==> src/rtl/multicycle_control_fsm.sv <==
// Main control FSM for the multicycle RV32I core.
// Optional retired-instruction counter: define INSTRET_CNT_EN.
module multicycle_control_fsm #(
  parameter bit RESET_STATE_IDLE = 1'b1
) (
  input  logic        clk,
  input  logic        reset,
  input  logic [6:0]  Opcode,
  input  logic [2:0]  Funct3,
  input  logic        ALUZero,
  input  logic        ALULessThan,
  input  logic        ALULessThanU,
  input  logic        MemReady,
  output logic        SrcASel,
  output logic [1:0]  SrcBSel,
  output logic [1:0]  ALUCtl,
  output logic [1:0]  ResultSrc,
  output logic        AdrSrc,
  output logic        MemRead,
  output logic        MemWrite,
  output logic        IRWrite,
  output logic        RegWrite,
  output logic        PCWrite,
  output logic        PCSrc,
  output logic        IllegalInstr,
  output logic [31:0] InstRet
);

  typedef enum logic [4:0] {
    S_IDLE,
    S_FETCH,
    S_DECODE,
    S_MEMADR,
    S_MEMREAD,
    S_MEMWB,
    S_MEMWRITE,
    S_EXEC_R,
    S_EXEC_I,
    S_AUIPC,
    S_ALUWB,
    S_BRCOMP,
    S_BRTARGET,
    S_JAL,
    S_JALR,
    S_LUI,
    S_ILLEGAL
  } state_t;

  localparam logic [6:0] OP_LOAD   = 7'b0000011;
  localparam logic [6:0] OP_STORE  = 7'b0100011;
  localparam logic [6:0] OP_R      = 7'b0110011;
  localparam logic [6:0] OP_I      = 7'b0010011;
  localparam logic [6:0] OP_BRANCH = 7'b1100011;
  localparam logic [6:0] OP_JAL    = 7'b1101111;
  localparam logic [6:0] OP_JALR   = 7'b1100111;
  localparam logic [6:0] OP_LUI    = 7'b0110111;
  localparam logic [6:0] OP_AUIPC  = 7'b0010111;

  state_t state;
  logic   taken;
  logic   br_cond;
  logic   br_bad;

  always_comb begin
    br_cond = 1'b0;
    br_bad  = 1'b0;
    unique case (Funct3)
      3'b000:  br_cond = ALUZero;
      3'b001:  br_cond = !ALUZero;
      3'b100:  br_cond = ALULessThan;
      3'b101:  br_cond = !ALULessThan;
      3'b110:  br_cond = ALULessThanU;
      3'b111:  br_cond = !ALULessThanU;
      default: br_bad  = 1'b1;
    endcase
  end

  always_ff @(posedge clk) begin
    if (reset) begin
      state <= RESET_STATE_IDLE ? S_IDLE : S_FETCH;
      taken <= 1'b0;
    end else begin
      unique case (state)
        S_IDLE:  state <= S_FETCH;
        S_FETCH: if (MemReady) state <= S_DECODE;
        S_DECODE: begin
          unique case (Opcode)
            OP_LOAD,
            OP_STORE:  state <= S_MEMADR;
            OP_R:      state <= S_EXEC_R;
            OP_I:      state <= S_EXEC_I;
            OP_BRANCH: state <= S_BRCOMP;
            OP_JAL:    state <= S_JAL;
            OP_JALR:   state <= S_JALR;
            OP_LUI:    state <= S_LUI;
            OP_AUIPC:  state <= S_AUIPC;
            default:   state <= S_ILLEGAL;
          endcase
        end
        S_MEMADR:
          state <= (Opcode == OP_LOAD) ? S_MEMREAD : S_MEMWRITE;
        S_MEMREAD:  if (MemReady) state <= S_MEMWB;
        S_MEMWRITE: if (MemReady) state <= S_FETCH;
        S_EXEC_R,
        S_EXEC_I,
        S_AUIPC:    state <= S_ALUWB;
        S_BRCOMP: begin
          taken <= br_cond && !br_bad;
          state <= S_BRTARGET;
        end
        default:    state <= S_FETCH;
      endcase
    end
  end

  // Outputs follow state, but MemReady and Funct3 shape a few same-cycle
  // strobes; reset suppresses everything so no write leaks out.
  always_comb begin
    SrcASel      = 1'b0;
    SrcBSel      = 2'b00;
    ALUCtl       = 2'b00;
    ResultSrc    = 2'b00;
    AdrSrc       = 1'b0;
    MemRead      = 1'b0;
    MemWrite     = 1'b0;
    IRWrite      = 1'b0;
    RegWrite     = 1'b0;
    PCWrite      = 1'b0;
    PCSrc        = 1'b0;
    IllegalInstr = 1'b0;
    if (!reset) begin
      unique case (state)
        S_FETCH: begin
          MemRead = 1'b1;
          IRWrite = MemReady;
        end
        S_MEMADR: SrcBSel = 2'b01;
        S_MEMREAD: begin
          AdrSrc  = 1'b1;
          MemRead = 1'b1;
        end
        S_MEMWB: begin
          ResultSrc = 2'b01;
          RegWrite  = 1'b1;
          PCWrite   = 1'b1;
        end
        S_MEMWRITE: begin
          AdrSrc   = 1'b1;
          MemWrite = 1'b1;
          PCWrite  = MemReady;
        end
        S_EXEC_R: ALUCtl = 2'b10;
        S_EXEC_I: begin
          SrcBSel = 2'b01;
          ALUCtl  = 2'b10;
        end
        S_AUIPC: begin
          SrcASel = 1'b1;
          SrcBSel = 2'b01;
        end
        S_ALUWB: begin
          RegWrite = 1'b1;
          PCWrite  = 1'b1;
        end
        S_BRCOMP: begin
          ALUCtl       = 2'b01;
          IllegalInstr = br_bad;
        end
        S_BRTARGET: begin
          SrcASel = 1'b1;
          SrcBSel = 2'b01;
          PCWrite = 1'b1;
          PCSrc   = taken;
        end
        S_JAL, S_JALR: begin
          SrcASel   = (state == S_JAL);
          SrcBSel   = 2'b01;
          ResultSrc = 2'b10;
          RegWrite  = 1'b1;
          PCWrite   = 1'b1;
          PCSrc     = 1'b1;
        end
        S_LUI: begin
          ResultSrc = 2'b11;
          RegWrite  = 1'b1;
          PCWrite   = 1'b1;
        end
        S_ILLEGAL: begin
          IllegalInstr = 1'b1;
          PCWrite      = 1'b1;
        end
        default: ;
      endcase
    end
  end

`ifdef INSTRET_CNT_EN
  logic [31:0] instret_q;

  always_ff @(posedge clk) begin
    if (reset)
      instret_q <= '0;
    else if (PCWrite)
      instret_q <= instret_q + 32'd1;
  end

  assign InstRet = instret_q;
`else
  assign InstRet = '0;
`endif

endmodule

==> config.mk <==
export PLATFORM = sky130hd
export DESIGN_NAME = multicycle_control_fsm
export DESIGN_NICKNAME = d
export VERILOG_FILES = /design/src/rtl/multicycle_control_fsm.sv
export SDC_FILE = /design/constraint.sdc
export NUM_CORES = 1
export LEC_CHECK = 0
export BUFFER_PORTS_ARGS = -buffer_cell sky130_fd_sc_hd__buf_2
export CAP_MARGIN = 10
export CORE_MARGIN = 2
export CORE_UTILIZATION = 48
export CTS_CLUSTER_SIZE = 28
export DETAILED_ROUTE_END_ITERATION = 10
export GPL_TIMING_DRIVEN = 0
export PLACE_DENSITY = 0.85
export SLEW_MARGIN = 0
export SYNTH_ARGS = -nofsm -noshare
export SYNTH_HDL_FRONTEND = slang
export SYNTH_SLANG_ARGS = --single-unit
==> constraint.sdc <==
create_clock -name clk -period 5.1 [get_ports clk]
set_clock_uncertainty 0.2 [all_clocks]
set_input_delay 0.765 -clock clk [delete_from_list [all_inputs] [get_ports clk]]
set_output_delay 0.765 -clock clk [all_outputs]
set_load 0.01 [all_outputs]
==> results.toml, run 1 <==
[outcome]
status = "complete, no violations"

[worst_hold_path]
worst_hold_path_type = "reg -> reg"

[global_route]
grt_pass1_wl_um = 3840
grt_max_degree = 11
grtUsageTotal_pct = 18.9
grt_pass1_vias = 883
grt.overflow.total = 0
antenna_found_initial = 0

[clock_tree]
cts_made_buffers = 3
cts_root_buf = "clkbuf_4"
cts_resized = 0
cts_setup_buffers = 0
path_clk_slew_ps = 40
clock_path_buffers = 2
ctsHoldBuffers = 0
cts_tree = "built"
cts.htree.levels = 1
clk_latency_ps = 250
cts.sinks = 6

[critical_path]
path_cells = "clkbuf_1 > or2_2 > clkbuf_1 > nor4_1 > buf_2"
slowest_stage = "nor4_1"
critPathKind = "in -> out"
worst_path_most_repeated_cell = "clkbuf_1"
required_ps = 4140
slowest_delay_ps = 380
startpoint_type = "input port"
path_max_fanout = 10
critPathArrivalTime_ps = 2090
cp-end-kind = "primary output"

[place]
portBuffers = 27
placed_area_mm2 = 0.00140
gp_congestion = 0.921
hpwlAfterDp_um = 1990
dp_worst_setup_slack_ps = 2070

[sta]
period_needed_ps = 3050
grt_setup_unrepaired = "false"
maxSlewHeadroom_pct = 60.7
finalCritPeriodShare_pct = 59.9
slew_violations = 0
whs_ps = 293
fmax_mhz = 328
worstMarginPinSlew_ps = 575
final-setup-viol-count = 0
setup_ws_ps = 2050
tns_ps = 0
hold_viol_final = 0

[detailed_routing]
viasPerCell = 4.81
drtIter0Drc = 26
wirelength_um = 2540
avgRoutedWirePerCell_um = 10.0
dr.pass1.iters = 4
ant_nets = 0
route.detailed.drc = 0
vias = 1218

[synthesis]
synth-edff-count = 0
ys_warn_count = 0
avgSynthCellArea_um2 = 6.80
synth_area_mm2 = 0.00111
ys.flop_type = "dfxtp_1"
ys_seq_area_share_pct = 10.8
yosys_register_bits = 6
synthDistinctLibCells = 47
synthCells = 163
async_reset_ff_share_pct = 0

[power]
p_per_area_mw_per_mm2 = 122
ir_drop_v = 0.0000882
power_mw = 0.173
p_leak_nw = 0.733

[floorplanning]
pin_count = 63
dieArea_mm2 = 0.00271
die_x_um = 52.1
dieHeight_um = 52.1
core-area_mm2 = 0.00219
initial_utilization_pct = 50.6
rows = 17

[run]
cap_violations = 0

[final_layout]
fin_nets = 243
drive_gt1_share_pct = 33.3
diodes = 0
fillers = 214
area_growth_pct = 28.2
fin_area_mm2 = 0.00142
area by class of cell:
type                    count  area [um2]  share of cell area, %
multi-input cells         140         791                   55.6
inverters                   4        15.0                   1.06
well taps                  28        35.0                   2.46
clock buffers               3        22.5                   1.58
plain buffers              45         303                   21.3
repair buffers             27         135                   9.51
flip-flops and latches      6         120                   8.45
critical path: cells and delay by family:
kind	cells	cell delay (ps)
buffers and inverters	3	600
AND/OR/NAND/NOR	2	720
registers in the layout (all words and copies together), names as in the netlist:
register	cells
state	5
taken	1
worst paths after layout:
check | startpoint | endpoint | slack (ps) | cells past startpoint
worst min-delay path | taken | taken | 290 | 2
worst min register to register | taken | taken | 290 | 2
worst max register to register | state[4] | state[1] | 3010 | 5
worst max-delay path | reset | RegWrite | 2050 | 5
cell usage after synthesis, drive strengths merged (3+ instances only):
master	instances	area, um2
buf	37	273
nor2	13	48.8
a21oi	10	50.1
nand2	10	37.5
nor3	9	56.3
clkbuf	8	30.0
nor2b	7	43.8
dfxtp	6	120
nor4	6	37.5
o21ai	6	30.0
a31oi	4	25.0
inv	4	15.0
nand2b	4	25.0
nand3b	3	22.5
o21a	3	22.5
power by group:
group	switching, mW	internal (mW)
logic	0.0428	0.0353
clock network	0.0182	0.0267
registers	0.00169	0.0482
placed cells by master, fill, tap and decap left out, types with 2 or more instances in the layout:
cell	count
o21ai_0	6
a21oi_1	10
a31o_2	2
nand3b_1	3
conb_1	33
a31oi_1	4
nor2b_1	7
nand2b_1	4
buf_4	33
nand2_1	10
nor4_1	6
inv_1	4
xnor2_1	2
or3_1	2
a2111oi_0	2
nor3_1	8
clkbuf_4	3
nand3_1	2
clkbuf_1	8
buf_2	29
o21a_1	3
nor2_1	13
dfxtp_1	6
cell families (layout without fill, tap and decap cells):
logic type      after synthesis  after routing  share of synthesized area [%]
xor+xnor                      2              2                           1.58
flops                         6              6                           10.8
buf+inv                      49             79                           28.7
compound gates               39             39                           24.4
simple gates                 65             65                           33.3
other cells                   1             33                          0.338
mux                           1              1                          0.903
stage by stage:
stage,instances,util (%)
global placement,250,63.8
global route,253,64.9
floorplan,195,-
CTS,253,64.9
finish,253,64.9
detailed placement,250,63.8
layer usage:
layer  global-route usage, %  vias to the layer above  wire [um]
met5                       0                        -          0
met4                    10.1                        0         36
met3                    4.02                        5        203
met2                    30.6                       54       1220
met1                    23.2                      519       1080
li1                        -                      640          -
(Power assumes the default switching activity.)
==> run 2: changes to the inputs <==
Settings changed: CORE_UTILIZATION 48 to 40, PLACE_DENSITY 0.85 to 0.76.
Clock period 5.1 ns to 2.64 ns, I/O delays scaled along.
==> results.toml, run 2 (same netlist as run 1, synthesis figures left out) <==
[outcome]
status = "complete, no violations"

[place]
gp_congestion = 0.916
hpwlAfterDp_um = 1950
dpl.cell_count = 253
portBuffers = 27
dp_worst_setup_slack_ps = 274
placed_area_mm2 = 0.00140

[detailed_routing]
ant_nets = 0
drtIter0Drc = 41
dr.pass1.iters = 4
avgRoutedWirePerCell_um = 9.82
wirelength_um = 2500
route.detailed.drc = 0
vias = 1207
viasPerCell = 4.73

[power]
internal-power_mw = 0.213
swShare_pct = 35.4
share_seq_of_total_power_pct = 29.2
p_comb_share_pct = 45.7
p_per_area_mw_per_mm2 = 232
power_switching_mw = 0.117
clock_power_share_pct = 25.1
ir_drop_v = 0.000233
p_leak_nw = 0.743
power_mw = 0.330

[worst_hold_path]
holdPathStages = 2
min_to = "state[4]"
worst_hold_path_type = "in -> reg"
min_from = "Opcode[0]"

[clock_tree]
path_clk_slew_ps = 40
cts_tree = "built"
cts.htree.levels = 1
cts_made_buffers = 3
cts_resized = 1
ctsHoldBuffers = 0
cts_root_buf = "clkbuf_4"
clk_latency_ps = 240
cts_setup_buffers = 0
clock_path_buffers = 2
cts.sinks = 6

[sta]
setup_ws_ps = 140
period_needed_ps = 2500
maxSlewHeadroom_pct = 63.8
grt_setup_unrepaired = "false"
whs_ps = 153
final-setup-viol-count = 0
hold_viol_final = 0
slew_violations = 0
tns_ps = 0
worstMarginPinSlew_ps = 530
fmax_mhz = 400
finalCritPeriodShare_pct = 94.7

[global_route]
grt_pass1_wl_um = 3950
grt_pass1_vias = 912
antenna_found_initial = 0
grtUsageTotal_pct = 15.2
grt.overflow.total = 0
grt_max_degree = 11

[final_layout]
reg.largest.list = "state: 5 flops, taken: 1 flops"
drive_gt1_share_pct = 34.8
postLayoutCoreUtil_pct = 53.1
largest_reg_flops = 5
fin_area_mm2 = 0.00143
largest_register = "state"
area_growth_pct = 28.6
fin_nets = 242
finalNonFillerCells = 255
diodes = 0
mostFrequentLayoutCells = "buf_4, conb_1, buf_2"

[floorplanning]
pin_count = 63
initial_utilization_pct = 41.3
rows = 19
die_x_um = 56.6
core-area_mm2 = 0.00269
dieArea_mm2 = 0.00321
dieHeight_um = 56.6

[critical_path]
critPathArrivalTime_ps = 1900
reg2reg_depth = 4
r2r-end = "state[1]"
required_ps = 2040
r2r_setup_slack_ps = 520
startpoint_type = "register"
cp-end-kind = "primary output"
path_max_fanout = 10
r2r-start = "state[2]"
critPathKind = "reg -> out"

[run]
cap_violations = 0
-- run 2: cell types whose count changed in the layout (fill, tap and decap cells not counted) --
cell,delta
clkbuf_1,-3
clkbuf_2,+2
buf_1,-1
buf_2,+1
-- run 2: per-layer routing --
metal / track usage (%) / part of all wire (%)
met1: 21.4 / 47
met2: 22.3 / 45
met3: 4.15 / 7.6
met4: 4.76 / 0.40
met5: 0 / 0
-- run 2: final cells by class --
cell class	instances	area, um2
tap	31	38.8
multi-input combinational	140	791
timing repair buffer	27	135
inverter	4	15.0
buffer	44	303
clock buffer	3	22.5
sequential	6	120
fill	262	1260
-- run 2: power groups by stage --
stage / sequential (mW) / combinational [mW] / clock, mW
after floorplan: 0.0970 / 0.117 / 0
after global placement: 0.0976 / 0.147 / 0
after detailed placement: 0.0977 / 0.148 / 0
after CTS: 0.0962 / 0.148 / 0.0887
after global routing: 0.0964 / 0.165 / 0.0943
final: 0.0963 / 0.151 / 0.0828
-- run 2: worst max-delay path, cell delays in order (launching register included) --
cell and delay, ps:
dfxtp_1 370, clkbuf_1 340, buf_2 300, nor3_1 80
a2111oi_0 360, buf_2 220
-- run 2: worst max path at each step --
stage          slack [ps]  startpoint  depth (start not counted)     to
2_1_floorplan         400    state[2]                          4  PCSrc
3_3_place_gp          210    state[2]                          5  PCSrc
3_5_place_dp          270    state[2]                          5  PCSrc
4_1_cts               130    state[2]                          5  PCSrc
5_1_grt                50    state[1]                          5  PCSrc
6_report              140    state[1]                          5  PCSrc
==> run 3: changes to the inputs <==
Settings changed: CELL_PAD_IN_SITES_DETAIL_PLACEMENT set to 1, CELL_PAD_IN_SITES_GLOBAL_PLACEMENT set to 2, CORE_UTILIZATION 40 to 20.
==> results.toml, run 3 (same netlist as run 1, synthesis figures left out) <==
[outcome]
status = "complete, no violations"

[critical_path]
r2r-start = "state[4]"
critPathKind = "reg -> out"
cp_num_buf_inv = 3
endpoint = "PCSrc"
r2r_setup_slack_ps = 570
worst_path_most_repeated_cell = "buf_2"
path_cells = "clkbuf_1 > buf_2 > nor3_1 > a2111oi_0 > buf_2"
slowest_delay_ps = 390
reg2reg_depth = 5
critPathArrivalTime_ps = 1840
critPathLaunch = "state[1]"
path_max_fanout = 10
required_ps = 2040
crit_family = "buffers and inverters"
slowest_stage = "clkbuf_1"
cp-end-kind = "primary output"
r2r-end = "state[1]"
worst-path-stages = 5
startpoint_type = "register"

[clock_tree]
path_clk_slew_ps = 30
cts.htree.levels = 1
clk_latency_ps = 220
cts_made_buffers = 3
clock_path_buffers = 2
cts.sinks = 6
cts_setup_buffers = 0
cts_root_buf = "clkbuf_8"
cts_tree = "built"

[sta]
slew_violations = 0
period_needed_ps = 2430
hold_viol_final = 0
grt_setup_unrepaired = "false"
maxSlewHeadroom_pct = 61.1
tns_ps = 0
finalCritPeriodShare_pct = 92.2
worstMarginPinSlew_ps = 568
whs_ps = 180
fmax_mhz = 411
final-setup-viol-count = 0

[detailed_routing]
ant_nets = 0
wirelength_um = 3270
avgRoutedWirePerCell_um = 11.0
vias = 1250
route.detailed.drc = 0
drtIter0Drc = 46
viasPerCell = 4.21
dr.pass1.iters = 4

[place]
gp_congestion = 0.805
dpl.cell_count = 294
placed_area_mm2 = 0.00145
hpwlAfterDp_um = 2650
portBuffers = 27

[run]
cap_violations = 0

[global_route]
grtUsageTotal_pct = 10.5
grt_pass1_vias = 1111
grt_max_degree = 11
grt.overflow.total = 0
antenna_found_initial = 0
grt_pass1_wl_um = 5320

[worst_hold_path]
worst_hold_path_type = "in -> reg"
min_from = "Opcode[0]"

[final_layout]
drive_gt1_share_pct = 35.1
largest_reg_flops = 5
mostFrequentLayoutCells = "buf_4, conb_1, buf_2"
area_growth_pct = 35.3
diodes = 0
fin_nets = 243
finalNonFillerCells = 297
fin_area_mm2 = 0.00150
largest_register = "state"
reg.largest.list = "state: 5 flops, taken: 1 flops"

[power]
power_mw = 0.386
ir_drop_v = 0.000129
p_per_area_mw_per_mm2 = 257
p_leak_nw = 0.755

[floorplanning]
pin_count = 63
rows = 27
dieHeight_um = 78.5
dieArea_mm2 = 0.00615
die_x_um = 78.5
core-area_mm2 = 0.00544
initial_utilization_pct = 20.4
[run 3: where the power goes]
group	switching (mW)	total (mW)	leakage, nW	internal [mW]
logic	0.0864	0.155	0.685	0.0687
registers	0.00325	0.0968	0.0487	0.0935
clock network	0.0366	0.134	0.0216	0.0977
[run 3: worst register-to-register path: stages, from the launching register on]
cell and delay [ps]:
dfxtp_1 300, buf_6 130, or4b_4 570, nor3_4 170, or3b_1 390, a311oi_2 230
[run 3: routing by layer]
metal  vias up  track usage [%]  part of all wire, %
met4         0             2.11                 0.31
met3         2             2.07                  6.2
met5         -                0                    0
met1       572             15.4                   49
li1        639                -                    -
met2        37             15.9                   45
[run 3: area by class of cell]
type / instances / area, um2
Sequential cell: 6 / 120
Inverter: 4 / 15.0
Buffer: 45 / 308
Clock buffer: 3 / 41.3
Fill cell: 703 / 3940
Timing Repair Buffer: 27 / 135
Multi-Input combinational cell: 140 / 791
Tap cell: 72 / 90.1
[run 3: stage by stage]
step / utilization (%) / setup slack [ps]
3_5_place_dp: 26.7 / 193
5_1_grt: 27.6 / 31.7
3_3_place_gp: 26.7 / 199
6_report: 27.6 / 206
4_1_cts: 27.5 / 77.0
2_1_floorplan: - / 397
[run 3: worst min path at each step]
stage               cells after the start       end  slack (ps)
floorplan                               2     taken         270
detailed placement                      2     taken         300
global route                            2  state[4]         200
global placement                        2     taken         290
CTS                                     2  state[4]         180
finish                                  2  state[4]         180
[run 3: what timing repair did]
item	CTS	global route
gates resized for setup	1	6
hold buffers	0	0
endpoints found under the setup margin	1	6
